--- config.mk ---
export PLATFORM = sky130hd
export DESIGN_NAME = procesor_mc
export DESIGN_NICKNAME = d
export VERILOG_FILES = /design/src/rtl/procesor_pkg.sv /design/src/rtl/procesor_mc_alu.sv /design/src/rtl/procesor_mc.sv
export SDC_FILE = /design/constraint.sdc
export NUM_CORES = 1
export LEC_CHECK = 0
export BUFFER_PORTS_ARGS = -buffer_cell sky130_fd_sc_hd__buf_2
export CAP_MARGIN = 20
export CORE_UTILIZATION = 35
export DETAILED_ROUTE_END_ITERATION = 12
export MAX_ROUTING_LAYER = met4
export PLACE_DENSITY = 0.49
export SYNTH_ARGS = -nofsm -noshare
export SYNTH_HDL_FRONTEND = slang
export SYNTH_SLANG_ARGS = --single-unit
--- constraint.sdc ---
create_clock -name clk -period 6.6 [get_ports clk]
set_clock_uncertainty 0.2 [all_clocks]
set_input_delay 0 -clock clk [delete_from_list [all_inputs] [get_ports clk]]
set_output_delay 0 -clock clk [all_outputs]
set_load 0.005 [all_outputs]
--- src/rtl/procesor_pkg.sv ---
// Shared definitions for the multi-cycle core: instruction fields, op codes,
// FSM states and flag bit positions.
package procesor_pkg;

    localparam int INS_W   = 26;
    localparam int OP_HI   = 25;
    localparam int OP_LO   = 22;
    localparam int REG_HI  = 21;
    localparam int REG_LO  = 17;
    localparam int SRC_BIT = 16;
    localparam int IMM_HI  = 15;
    localparam int IMM_LO  = 0;

    // flags_dbg layout is {V,N,C,Z}
    localparam int F_Z = 0;
    localparam int F_C = 1;
    localparam int F_N = 2;
    localparam int F_V = 3;

    typedef enum logic [3:0] {
        OP_NOP  = 4'h0,
        OP_ADD  = 4'h1,
        OP_SUB  = 4'h2,
        OP_AND  = 4'h3,
        OP_OR   = 4'h4,
        OP_XOR  = 4'h5,
        OP_LDA  = 4'h6,
        OP_STA  = 4'h7,
        OP_JMP  = 4'h8,
        OP_JZ   = 4'h9,
        OP_CALL = 4'hA,
        OP_RET  = 4'hB,
        OP_HALT = 4'hC
    } op_e;

    typedef enum logic [1:0] {
        S_FETCH = 2'd0,
        S_EXEC  = 2'd1,
        S_HALT  = 2'd2
    } state_e;

endpackage

--- src/rtl/procesor_mc_alu.sv ---
// alu_p: combinational ALU producing result and {V,N,C,Z}.
// LDA passes arg2 through so the core can reuse the Z/N computation.
module alu_p
    import procesor_pkg::*;
#(
    parameter int DATA_W = 16
) (
    input  op_e               op,
    input  logic [DATA_W-1:0] arg1,
    input  logic [DATA_W-1:0] arg2,
    output logic [DATA_W-1:0] res,
    output logic [3:0]        flags
);

    logic carry;

    always_comb begin
        // NOTE: every output gets a default first so no path through the case infers a latch.
        res   = '0;
        carry = 1'b0;
        flags = '0;
        case (op)
            OP_ADD: begin
                {carry, res} = {1'b0, arg1} + {1'b0, arg2};
                flags[F_C]   = carry;
                flags[F_V]   = (arg1[DATA_W-1] == arg2[DATA_W-1]) && (res[DATA_W-1] != arg1[DATA_W-1]);
            end
            OP_SUB: begin
                // top bit of the widened difference is the borrow-out
                {carry, res} = {1'b0, arg1} - {1'b0, arg2};
                flags[F_C]   = carry;
                flags[F_V]   = (arg1[DATA_W-1] != arg2[DATA_W-1]) && (res[DATA_W-1] != arg1[DATA_W-1]);
            end
            OP_AND:  res = arg1 & arg2;
            OP_OR:   res = arg1 | arg2;
            OP_XOR:  res = arg1 ^ arg2;
            OP_LDA:  res = arg2;
            default: res = '0;
        endcase
        flags[F_Z] = (res == '0);
        flags[F_N] = res[DATA_W-1];
    end

endmodule

--- src/rtl/procesor_mc.sv ---
// procesor_mc: multi-cycle FETCH/EXEC core with req/ack instruction port.
// Define PROC_LINK_STACK_EN for a LINK_DEPTH-entry call stack; otherwise a single link register.
module procesor_mc
    import procesor_pkg::*;
#(
    parameter int DATA_W     = 16,
    parameter int ADDR_W     = 16,
    parameter int NREGS      = 32,
    parameter int LINK_DEPTH = 4
) (
    input  logic              clk,
    input  logic              rst_n,
    output logic              imem_req,
    output logic [ADDR_W-1:0] imem_addr,
    input  logic [INS_W-1:0]  imem_rdata,
    input  logic              imem_ack,
    output logic              halted,
    output logic              stack_err,
    output logic [ADDR_W-1:0] pc_dbg,
    output logic [DATA_W-1:0] a_dbg,
    output logic [3:0]        flags_dbg
);

    state_e             state, state_next;
    logic [INS_W-1:0]   ir;
    logic [ADDR_W-1:0]  pc, pc_inc, pc_next, target, link_top;
    logic [DATA_W-1:0]  a, reg_rd, arg2, alu_res;
    logic [3:0]         flags, alu_flags;
    logic [4:0]         rsel;
    logic               rsel_ok, stack_fault;
    op_e                op;
    logic [DATA_W-1:0]  regs [NREGS];

    assign op      = op_e'(ir[OP_HI:OP_LO]);
    assign rsel    = ir[REG_HI:REG_LO];
    assign rsel_ok = int'(rsel) < NREGS;
    assign reg_rd  = rsel_ok ? regs[rsel] : '0;
    assign arg2    = ir[SRC_BIT] ? DATA_W'(ir[IMM_HI:IMM_LO]) : reg_rd;
    assign target  = ADDR_W'(ir[IMM_HI:IMM_LO]);
    assign pc_inc  = pc + ADDR_W'(1);

    alu_p #(.DATA_W(DATA_W)) u_alu (
        .op    (op),
        .arg1  (a),
        .arg2  (arg2),
        .res   (alu_res),
        .flags (alu_flags)
    );

    always_ff @(posedge clk or negedge rst_n) begin
        if (!rst_n) state <= S_FETCH;
        else        state <= state_next;
    end

    always_comb begin
        state_next = state;
        imem_req   = 1'b0;
        case (state)
            // gating with rst_n drops the request while reset is still asserted
            S_FETCH: begin
                imem_req = rst_n;
                if (imem_ack) state_next = S_EXEC;
            end
            S_EXEC:  state_next = (op == OP_HALT || stack_fault) ? S_HALT : S_FETCH;
            S_HALT:  state_next = S_HALT;
            default: state_next = S_FETCH;
        endcase
    end

    always_comb begin
        pc_next = pc_inc;
        case (op)
            OP_JMP:  pc_next = target;
            OP_JZ:   if (flags[F_Z]) pc_next = target;
            OP_CALL: pc_next = stack_fault ? pc : target;
            OP_RET:  pc_next = stack_fault ? pc : link_top;
            default: ;
        endcase
    end

    always_ff @(posedge clk or negedge rst_n) begin
        if (!rst_n) begin
            ir    <= '0;
            pc    <= '0;
            a     <= '0;
            flags <= '0;
        end else if (state == S_FETCH) begin
            // NOTE: non-blocking assignments keep every flop sampling pre-edge values.
            if (imem_ack) ir <= imem_rdata;
        end else if (state == S_EXEC) begin
            pc <= pc_next;
            case (op)
                OP_ADD, OP_SUB, OP_AND, OP_OR, OP_XOR: begin
                    a     <= alu_res;
                    flags <= alu_flags;
                end
                OP_LDA: begin
                    a          <= alu_res;
                    flags[F_Z] <= alu_flags[F_Z];
                    flags[F_N] <= alu_flags[F_N];
                end
                default: ;
            endcase
        end
    end

    always_ff @(posedge clk or negedge rst_n) begin
        if (!rst_n) begin
            // NOTE: the register file must read zero after reset, so it is built from resettable flops.
            for (int i = 0; i < NREGS; i++) regs[i] <= '0;
        end else if (state == S_EXEC && op == OP_STA && rsel_ok) begin
            regs[rsel] <= a;
        end
    end

`ifdef PROC_LINK_STACK_EN
    localparam int SP_W = $clog2(LINK_DEPTH + 1);

    // shift-register LIFO: entry 0 is always the top of stack
    logic [ADDR_W-1:0] link_mem [LINK_DEPTH];
    logic [SP_W-1:0]   sp;
    logic              err_q;

    assign stack_fault = (state == S_EXEC) &&
                         ((op == OP_CALL && sp == SP_W'(LINK_DEPTH)) || (op == OP_RET && sp == '0));
    assign link_top    = link_mem[0];
    assign stack_err   = err_q;

    always_ff @(posedge clk or negedge rst_n) begin
        if (!rst_n) begin
            sp    <= '0;
            err_q <= 1'b0;
            for (int i = 0; i < LINK_DEPTH; i++) link_mem[i] <= '0;
        end else if (stack_fault) begin
            err_q <= 1'b1;
        end else if (state == S_EXEC && op == OP_CALL) begin
            link_mem[0] <= pc_inc;
            for (int i = 1; i < LINK_DEPTH; i++) link_mem[i] <= link_mem[i-1];
            sp <= sp + SP_W'(1);
        end else if (state == S_EXEC && op == OP_RET) begin
            for (int i = 0; i < LINK_DEPTH - 1; i++) link_mem[i] <= link_mem[i+1];
            link_mem[LINK_DEPTH-1] <= '0;
            sp <= sp - SP_W'(1);
        end
    end
`else
    logic [ADDR_W-1:0] link_reg;

    assign stack_fault = 1'b0;
    assign stack_err   = 1'b0;
    assign link_top    = link_reg;

    always_ff @(posedge clk or negedge rst_n) begin
        if (!rst_n)                                  link_reg <= '0;
        else if (state == S_EXEC && op == OP_CALL)   link_reg <= pc_inc;
    end
`endif

    assign halted    = (state == S_HALT);
    assign imem_addr = pc;
    assign pc_dbg    = pc;
    assign a_dbg     = a;
    assign flags_dbg = flags;

endmodule
==> results of run 1 <==
## power breakdown
| group | switching, W | leakage (nW) | internal (W) |
|---|---|---|---|
| logic | 0.00280 | 6.49 | 0.00142 |
| clock network | 0.00164 | 1.26 | 0.00261 |
| registers | 0.000419 | 8.14 | 0.00393 |
| total | 0.00486 | 15.9 | 0.00796 |
## placed cells by master (no fill, tap or decap), drive strengths merged, types with 61 or more instances in the layout
| master | instances |
|---|---|
| buf | 200 |
| a21oi | 61 |
| mux2 | 318 |
| clkbuf | 103 |
| dlygate4sd3 | 84 |
| mux2i | 128 |
| o21ai | 312 |
| nand2 | 326 |
| inv | 66 |
| mux4 | 63 |
| nor2 | 98 |
| dfrtp | 591 |
## cells by family (layout without fill, tap and decap cells)
family                     count (synthesis)  after routing  synth area share
and+or+nand+nor                          601            601           0.09479
DFF                                      591            591            0.4964
AOI/OAI and AO/OA                        586            586            0.1194
muxes                                    509            509            0.2108
buffers and inverters                    301            476           0.04838
adders and majority gates                 54             54           0.02318
xor gates and xnor gates                  22             22          0.006930
other                                      1              1         0.0001259
## cell type report
class,instances,share of cell area
Tap cell,1134,0.04061
Timing Repair Buffer,284,0.06672
Inverter,62,0.006661
Clock buffer,103,0.06006
Multi-Input combinational cell,1773,0.3897
Clock inverter,27,0.01261
Sequential cell,591,0.4236
## worst max-delay path, delay by kind of cell (launching register included)
family / cells / cell delay [ns]
compound gates: 5 / 1.77
simple gates: 8 / 1.52
buf+inv: 4 / 0.92
flops: 1 / 0.88
fa+ha+maj: 1 / 0.49
mux: 1 / 0.31
## how the worst max path moves through the flow
stage | startpoint | cells past startpoint | slack, ns | endpoint
floorplan | ir[17]$_DFFE_PN0P_ | 21 | 1.98 | flags_dbg[0]$_DFFE_PN0P_
global placement | ir[18]$_DFFE_PN0P_ | 19 | 0.32 | flags_dbg[0]$_DFFE_PN0P_
detailed placement | ir[18]$_DFFE_PN0P_ | 19 | 0.44 | flags_dbg[0]$_DFFE_PN0P_
CTS | ir[18]$_DFFE_PN0P_ | 19 | 0.40 | flags_dbg[0]$_DFFE_PN0P_
global route | ir[18]$_DFFE_PN0P_ | 19 | 0.12 | flags_dbg[0]$_DFFE_PN0P_
finish | ir[18]$_DFFE_PN0P_ | 19 | 0.36 | flags_dbg[0]$_DFFE_PN0P_
## stage by stage
step	cell area [sq um]	instances	utilization
2_1_floorplan	29790	2665	-
3_3_place_gp	31440	3754	0.3745
3_5_place_dp	31450	3755	0.3746
4_1_cts	34850	3970	0.4152
5_1_grt	34940	3974	0.4161
6_report	34940	3974	0.4161
## layer usage
layer  track usage  up-vias
met4       0.08765        0
met1        0.3676    11741
li1              -     9789
met3       0.03625      186
met2        0.3947      712
met5             -        -
## repair_timing
item                                   4_1_cts  5_1_grt
resized for setup                            0        0
hold buffers                                85        0
setup buffers                                0        0
endpoints found under the hold margin      617        0
==> impl_metrics.json, run 1 <==
{
  "rsz0062_at_grt": "false",
  "clockBufferDepth": 3,
  "overflow": 0,
  "synth.most_common_cell": "dfrtp_1",
  "finalCriticalPeriod_ns": 6.237,
  "syn_area_sq_um": 29790,
  "cp_data_required_time_ns": 6.95,
  "slowest_stage": "dfrtp_4",
  "n_fill_cell": 7964,
  "synthArstFlopShare": 1.000,
  "min_from": "imem_rdata[17]",
  "totalWireLength_microns": 109800,
  "drv_cap": 0,
  "die_h_microns": 293.8,
  "track_usage": 0.2637,
  "synth_cells": 2665,
  "fin_ws_ns": 0.3627,
  "syn_nets": 2748,
  "grt_max_degree": 164,
  "dieArea_sq_um": 86290,
  "hold_viol": 0,
  "worst-r2r-setup-slack_ns": 0.36,
  "dp_hpwl_microns": 73540,
  "grt_pass1_vias": 22356,
  "min_to": "ir[17]$_DFFE_PN0P_",
  "drive_above_1_share": 0.2634,
  "ys.flop_type": "dfrtp_1",
  "synth_edf_count": 0,
  "fin_tns_setup_ns": 0,
  "synth_seq_cells": 591,
  "rr_endpoint": "flags_dbg[0]$_DFFE_PN0P_",
  "reg2reg_depth": 19,
  "max_stage_delay_ns": 0.88,
  "wl_per_cell_microns": 27.64,
  "crit_type": "reg -> reg",
  "nets": 2866,
  "vias": 22428,
  "critical_path.cell_chain": "buf_12 -> buf_12 -> mux2i_1 -> o21ai_0 -> nor4_1 -> buf_4 -> nand3_1 -> o22ai_1 -> ha_1 -> o21ba_2 -> nand2b_1 -> a2111oi_0 -> buf_4 -> or4_1 -> and3b_1 -> and3_1 -> nand4b_1 -> nor3_2 -> a32o_1",
  "p_total_w": 0.01282,
  "seq_area_sq_um": 14800,
  "clkSinkCount": 591,
  "cp-start-kind": "flip-flop",
  "synthTopCellsByCount": "dfrtp_1 (591), nand2_1 (326), mux2_2 (315)",
  "clockRootBuffer": "clkbuf_16",
  "post-route-period-util": 0.9450,
  "syn_to_final_growth_pct": 17.27,
  "p_leak_nw": 15.88,
  "cts_tree": "done",
  "relSlewSlack": 0.2509,
  "hold_ws_ns": 0.06118,
  "wl_met2_microns": 49590,
  "wl_met1_microns": 50710,
  "htreeDepth": 3,
  "rows": 106,
  "worstHoldPathType": "in -> reg",
  "ant_nets": 0,
  "p_per_area_nw_per_um2": 367.0,
  "synth_area_per_cell_sq_um": 11.18,
  "setup_viol": 0,
  "drt-pass1-iter-count": 7,
  "seq_area_frac_synth": 0.4964,
  "reg.largest.list": "regs x512, ir x26",
  "yosysWarnings": 0,
  "antenna_found_initial": 7,
  "initial_utilization": 0.3549,
  "pre_cts_slack_ns": 0.4359,
  "outcome": "completed",
  "grt_pass1_wl_microns": 161100,
  "multi_input_area_sq_um": 13620,
  "core_sq_um": 83950,
  "largest_register": "regs",
  "gp_congestion": 0.9446,
  "drv_slew": 0,
  "antenna_cells": 0,
  "clock.fmax_mhz": 160.3,
  "synth_top_area_frac": 0.4964,
  "cts.clk_slew.worst_paths_ns": 0.06,
  "viasPerCell": 5.644,
  "worst_slew_pin_slew_ns": 1.122,
  "holdPathStages": 3,
  "path_max_fanout": 34,
  "synth_area_leaders": "dfrtp_1 (50%), mux2_2 (12%), o21ai_0 (5.2%)",
  "io_buffers": 82,
  "io_pins": 84,
  "largest_reg_flops": 512,
  "wl_met3_microns": 5761,
  "die_x_microns": 293.8,
  "drc_errors": 0,
  "vdd_drop_max_v": 0.0002258,
  "top_layer_used": "met4",
  "synth_cell_types": 90,
  "r2r-start": "ir[18]$_DFFE_PN0P_",
  "clock_latency_ns": 0.64,
  "numCtsBuffers": 71,
  "synth.largest_area_cell": "dfrtp_1",
  "drtIter0Drc": 2007,
  "critPathArrivalTime_ns": 6.59,
  "cp-end-kind": "flip-flop"
}
Note: power is estimated with default switching activity, not from simulation.
==> run 2: changes to the inputs <==
--- a/config.mk
+++ b/config.mk
@@ -5,7 +5,7 @@
 export SDC_FILE = /design/constraint.sdc
 export NUM_CORES = 1
 export LEC_CHECK = 0
-export BUFFER_PORTS_ARGS = -buffer_cell sky130_fd_sc_hd__buf_2
+export BUFFER_PORTS_ARGS = -buffer_cell sky130_fd_sc_hd__clkbuf_2
 export CAP_MARGIN = 20
 export CORE_UTILIZATION = 35
 export DETAILED_ROUTE_END_ITERATION = 12
==> run 2 against run 1 <==
Effect of this change: register-to-register slack got worse by 0.02 ns; combinational power fell by 3%; utilization fell by 0.58 points; first-iteration DRC count fell by 5.0%; critical path type unchanged; critical endpoint unchanged.
==> impl_metrics.json, run 2 (synthesized netlist as in run 1, its figures left out) <==
{
  "placed_cells": 3748,
  "final_cells": 3951,
  "final_cell_mix": "dfrtp_1 (587), nand2_1 (326), mux2_2 (315)",
  "pre_cts_slack_ns": 0.5372,
  "reg.largest.list": "regs x512, ir x26",
  "initial_utilization": 0.3549,
  "drc_errors": 0,
  "n_fill_cell": 7932,
  "path_max_fanout": 23,
  "max_stage_delay_ns": 0.85,
  "hold_viol": 0,
  "worst_slew_pin_slew_ns": 1.193,
  "final_common_cell": "dfrtp_1",
  "htreeDepth": 3,
  "clock_latency_ns": 0.62,
  "cp-start-kind": "flip-flop",
  "track_usage": 0.2637,
  "largest_register": "regs",
  "outcome": "completed",
  "relSlewSlack": 0.2013,
  "r2r-start": "ir[19]$_DFFE_PN0P_",
  "cp_data_required_time_ns": 6.96,
  "totalWireLength_microns": 109000,
  "min_from": "regs[318]$_DFFE_PN0P_",
  "drtIter0Drc": 1906,
  "syn_to_final_growth_pct": 15.62,
  "cts_resized": 0,
  "drive_above_1_share": 0.2584,
  "clockRootBuffer": "clkbuf_16",
  "min_to": "regs[318]$_DFFE_PN0P_",
  "post-route-period-util": 0.9486,
  "clock.fmax_mhz": 159.7,
  "cp-end-kind": "flip-flop",
  "wl_per_cell_microns": 27.59,
  "critical_path.cell_chain": "nand4_1 -> o22ai_1 -> nor3_1 -> buf_4 -> o31a_1 -> a32oi_1 -> inv_1 -> ha_1 -> nor2_1 -> a221oi_1 -> buf_4 -> a21oi_1 -> nor3_1 -> o221a_2 -> o221ai_1 -> a2111o_1 -> nor3_2 -> a32o_1",
  "critPathArrivalTime_ns": 6.62,
  "finalCriticalPeriod_ns": 6.261,
  "crit_type": "reg -> reg",
  "fin_ws_ns": 0.3391,
  "hold_ws_ns": 0.2743,
  "p_per_area_nw_per_um2": 358.0,
  "dieArea_sq_um": 86290,
  "ant_nets": 0,
  "viasPerCell": 5.655,
  "worstHoldPathType": "reg -> reg",
  "slowest_stage": "dfrtp_1",
  "die_h_microns": 293.8,
  "reg2reg_depth": 18,
  "io_buffers": 82,
  "grt_pass1_vias": 22502,
  "antenna_cells": 0,
  "numCtsBuffers": 71,
  "dp_hpwl_microns": 72410,
  "nets": 2848,
  "overflow": 0,
  "die_x_microns": 293.8,
  "drt-pass1-iter-count": 8,
  "holdPathStages": 2,
  "setup_viol": 0,
  "antenna_found_initial": 3,
  "clkSinkCount": 591,
  "postCtsHoldBufs": 76,
  "worst-r2r-setup-slack_ns": 0.34,
  "grt_pass1_wl_microns": 161400,
  "gp_congestion": 0.9451,
  "cts_tree": "done",
  "drv_cap": 0,
  "rr_endpoint": "flags_dbg[0]$_DFFE_PN0P_",
  "grt_max_degree": 184,
  "clockBufferDepth": 3,
  "drv_slew": 0,
  "fin_tns_setup_ns": 0,
  "rsz0062_at_grt": "false",
  "vias": 22343,
  "core_sq_um": 83950,
  "rows": 106,
  "io_pins": 84,
  "cts.clk_slew.worst_paths_ns": 0.06,
  "vdd_drop_max_v": 0.0001968,
  "post_cts_buffers": 0,
  "p_leak_nw": 15.63,
  "largest_reg_flops": 512
}
[run 2: worst max path at each step]
stage / start / to / cells past startpoint / slack, ns
6_report: ir[19]$_DFFE_PN0P_ / flags_dbg[0]$_DFFE_PN0P_ / 18 / 0.34
3_5_place_dp: ir[19]$_DFFE_PN0P_ / flags_dbg[0]$_DFFE_PN0P_ / 17 / 0.54
3_3_place_gp: ir[19]$_DFFE_PN0P_ / flags_dbg[0]$_DFFE_PN0P_ / 17 / 0.54
5_1_grt: ir[19]$_DFFE_PN0P_ / flags_dbg[0]$_DFFE_PN0P_ / 19 / 0.13
2_1_floorplan: ir[17]$_DFFE_PN0P_ / flags_dbg[0]$_DFFE_PN0P_ / 21 / 1.98
4_1_cts: ir[19]$_DFFE_PN0P_ / flags_dbg[0]$_DFFE_PN0P_ / 17 / 0.49
[run 2: metrics by stage]
step / utilization / total power, W / area [sq um]
after floorplan: - / 0.006696 / 29790
final: 0.4103 / 0.01233 / 34450
after global placement: 0.3733 / 0.008398 / 31340
after CTS: 0.4099 / 0.01238 / 34410
after global routing: 0.4103 / 0.01289 / 34450
after detailed placement: 0.3734 / 0.008408 / 31350
[run 2: power breakdown]
group / switching [W] / internal (W) / total, W
Sequential: 0.000430 / 0.00393 / 0.00436
Combinational: 0.00275 / 0.00135 / 0.00410
Clock: 0.00161 / 0.00226 / 0.00387
Total: 0.00479 / 0.00754 / 0.0123
[run 2: cell type report]
class	instances	area, sq um	area share
Sequential cell	591	14800	0.4296
Multi-Input combinational cell	1773	13620	0.3954
Clock buffer	107	2125	0.06168
Timing Repair Buffer	266	2092	0.06073
Tap cell	1134	1419	0.04119
Inverter	62	232.7	0.006756
Clock inverter	18	157.7	0.004577
[run 2: layer usage]
layer	wire, microns	part of all wire	global-route usage	vias up
met3	5818	0.053	0.03663	175
met1	50190	0.46	0.3670	11684
met4	3365	0.031	0.07698	0
li1	-	-	-	9738
met2	49650	0.46	0.3999	746
met5	0	0	-	-
[run 2: worst max-delay path: cells and delay by family, from the launching register on]
kind | cells | cell delay (ns)
adders and majority gates | 1 | 0.46
and+or+nand+nor | 5 | 1.74
buffers and inverters | 3 | 0.50
AOI/OAI and AO/OA | 9 | 2.42
DFF | 1 | 0.85
==> run 3: changes to the inputs <==
--- a/config.mk
+++ b/config.mk
@@ -7,6 +7,7 @@
 export LEC_CHECK = 0
 export BUFFER_PORTS_ARGS = -buffer_cell sky130_fd_sc_hd__clkbuf_2
 export CAP_MARGIN = 20
+export CORE_ASPECT_RATIO = 1.25
 export CORE_UTILIZATION = 35
 export DETAILED_ROUTE_END_ITERATION = 12
 export MAX_ROUTING_LAYER = met4
==> constraint.sdc (replaced) <==
create_clock -name clk -period 6.6 [get_ports clk]
set_clock_uncertainty 0.2 [all_clocks]
set_input_delay 1.32 -clock clk [delete_from_list [all_inputs] [get_ports clk]]
set_output_delay 1.32 -clock clk [all_outputs]
set_load 0.005 [all_outputs]
==> run 3 against run 2 <==
Effect of this change: worst hold slack improved by 0.0012 ns; flip-flop and latch count unchanged; sequential share of layout area is 1.2 points higher; non-clock buffer count fell by 86; utilization down 1.2 points; global-route usage shrank 0.64 points; routed wire length is 2.0% lower.
==> impl_metrics.json, run 3 (synthesized netlist as in run 1, its figures left out) <==
{
  "max_stage_delay_ns": 1.03,
  "critPathArrivalTime_ns": 6.42,
  "worst_slew_pin_slew_ns": 1.194,
  "cp-start-kind": "flip-flop",
  "final_common_cell": "dfrtp_1",
  "p_clk_frac": 0.318,
  "cts_resized": 0,
  "wl_per_cell_microns": 28.02,
  "clockRootBuffer": "clkbuf_16",
  "rows": 119,
  "die_x_microns": 263.0,
  "drt-pass1-iter-count": 5,
  "grt_pass1_wl_microns": 158100,
  "largest_reg_flops": 512,
  "placed_cells": 3692,
  "crit_type": "reg -> reg",
  "grtUsageMet3": 0.02849,
  "pre_cts_slack_ns": 0.6274,
  "totalWireLength_microns": 106900,
  "grt-busiest-layer": "met2",
  "post_cts_buffers": 0,
  "postCtsHoldBufs": 0,
  "viasPerCell": 5.669,
  "post-route-period-util": 0.9190,
  "core_sq_um": 84270,
  "dp_hpwl_microns": 72690,
  "internal_power_w": 0.007515,
  "io_buffers": 82,
  "p_per_area_nw_per_um2": 362.7,
  "clock_latency_ns": 0.63,
  "critical_path.cell_chain": "buf_4 -> mux2i_1 -> o22ai_1 -> or4_1 -> nor4_1 -> a21oi_1 -> inv_1 -> ha_1 -> nor2_1 -> a221oi_1 -> buf_4 -> a21oi_1 -> nor3_1 -> o221a_2 -> o221ai_1 -> a2111o_1 -> nor3_2 -> a32o_1",
  "final_cell_mix": "dfrtp_1 (587), nand2_1 (320), mux2_2 (315)",
  "drive_above_1_share": 0.2640,
  "rsz0062_at_grt": "false",
  "clockBufferDepth": 3,
  "combPwrFrac": 0.320,
  "overflow": 0,
  "outcome": "completed",
  "grt_max_degree": 163,
  "track_usage": 0.2574,
  "final_cells": 3814,
  "largest_register": "regs",
  "antenna_found_initial": 4,
  "reg.largest.list": "regs x512, ir x26",
  "cp_data_required_time_ns": 6.96,
  "hold_viol": 0,
  "slowest_stage": "dfrtp_4",
  "nets": 2757,
  "drv_slew": 0,
  "die_h_microns": 328.2,
  "drv_cap": 0,
  "multi_input_area_sq_um": 13670,
  "seq_power_share": 0.362,
  "cp-end-kind": "flip-flop",
  "grt_pass1_vias": 22247,
  "numCtsBuffers": 66,
  "clkSinkCount": 591,
  "met2_usage": 0.4376,
  "seq_area_sq_um": 14800,
  "grt_use_met1": 0.3176,
  "fin_tns_setup_ns": 0,
  "cts.clk_slew.worst_paths_ns": 0.06,
  "dieArea_sq_um": 86300,
  "clock.fmax_mhz": 164.9,
  "path_max_fanout": 44,
  "p_sw_frac": 0.3820,
  "n_fill_cell": 8124,
  "place_area_sq_um": 31240,
  "switchingPower_w": 0.004646,
  "ant_nets": 0,
  "htreeDepth": 3,
  "io_pins": 84,
  "finalCriticalPeriod_ns": 6.066,
  "drtIter0Drc": 1717,
  "finish.instance_area_sq_um": 33530,
  "fin_ws_ns": 0.5344,
  "relSlewSlack": 0.1982,
  "setup_viol": 0,
  "vdd_drop_max_v": 0.0001737,
  "worstHoldPathType": "reg -> reg",
  "holdPathStages": 2,
  "cts_tree": "done",
  "syn_to_final_growth_pct": 12.55,
  "p_leak_nw": 15.24,
  "vias": 21623,
  "initial_utilization": 0.3535,
  "gp_congestion": 0.9029,
  "reg2reg_depth": 18,
  "drc_errors": 0
}
## run 3: layout make-up
class                      count  share of cell area
sequential                   591              0.4414
multi-input combinational   1773              0.4077
clock buffer                  93             0.05649
tap                         1089             0.04064
timing repair buffer         180             0.03653
clock inverter                25             0.01026
inverter                      62            0.006941
antenna                        1          0.00007463
## run 3: stage by stage
stage / hold WS, ns / power, W / util
finish: 0.2755 / 0.01216 / 0.3979
detailed placement: 0.2659 / 0.008322 / 0.3707
CTS: 0.2782 / 0.01221 / 0.3972
global placement: 0.2565 / 0.008298 / 0.3707
floorplan: 0.2422 / 0.006696 / -
global route: 0.2958 / 0.01269 / 0.3979
## run 3: power groups by stage
stage / registers [W] / clock network [W] / logic [W]
after detailed placement: 0.00446 / 0 / 0.00386
after global placement: 0.00444 / 0 / 0.00386
after CTS: 0.00440 / 0.00394 / 0.00388
final: 0.00440 / 0.00387 / 0.00389
after floorplan: 0.00419 / 0 / 0.00250
after global routing: 0.00445 / 0.00408 / 0.00416
## run 3: metal layers
layer / part of all wire / wire length [microns]
met1: 0.42 / 44860
met2: 0.50 / 53880
met3: 0.043 / 4608
met4: 0.033 / 3520
met5: 0 / 0
## run 3: path summary, 6_finish.rpt
check / endpoint / from / slack [ns]
max in group asynchronous: ir[18]$_DFFE_PN0P_ / rst_n / 3.70
min in group asynchronous: a_dbg[13]$_DFFE_PN0P_ / rst_n / 0.35
hold reg to reg: regs[366]$_DFFE_PN0P_ / regs[366]$_DFFE_PN0P_ / 0.28
setup / recovery: flags_dbg[0]$_DFFE_PN0P_ / ir[18]$_DFFE_PN0P_ / 0.53
setup reg to reg: flags_dbg[0]$_DFFE_PN0P_ / ir[18]$_DFFE_PN0P_ / 0.53
hold / removal: regs[366]$_DFFE_PN0P_ / regs[366]$_DFFE_PN0P_ / 0.28
## run 3: worst max-delay path, delay by kind of cell, from the launching register on
kind	cells	cell delay, ns
DFF	1	1.03
buffers and inverters	3	0.73
and+or+nand+nor	5	1.56
AOI/OAI and AO/OA	8	1.71
adders and majority gates	1	0.40
muxes	1	0.31
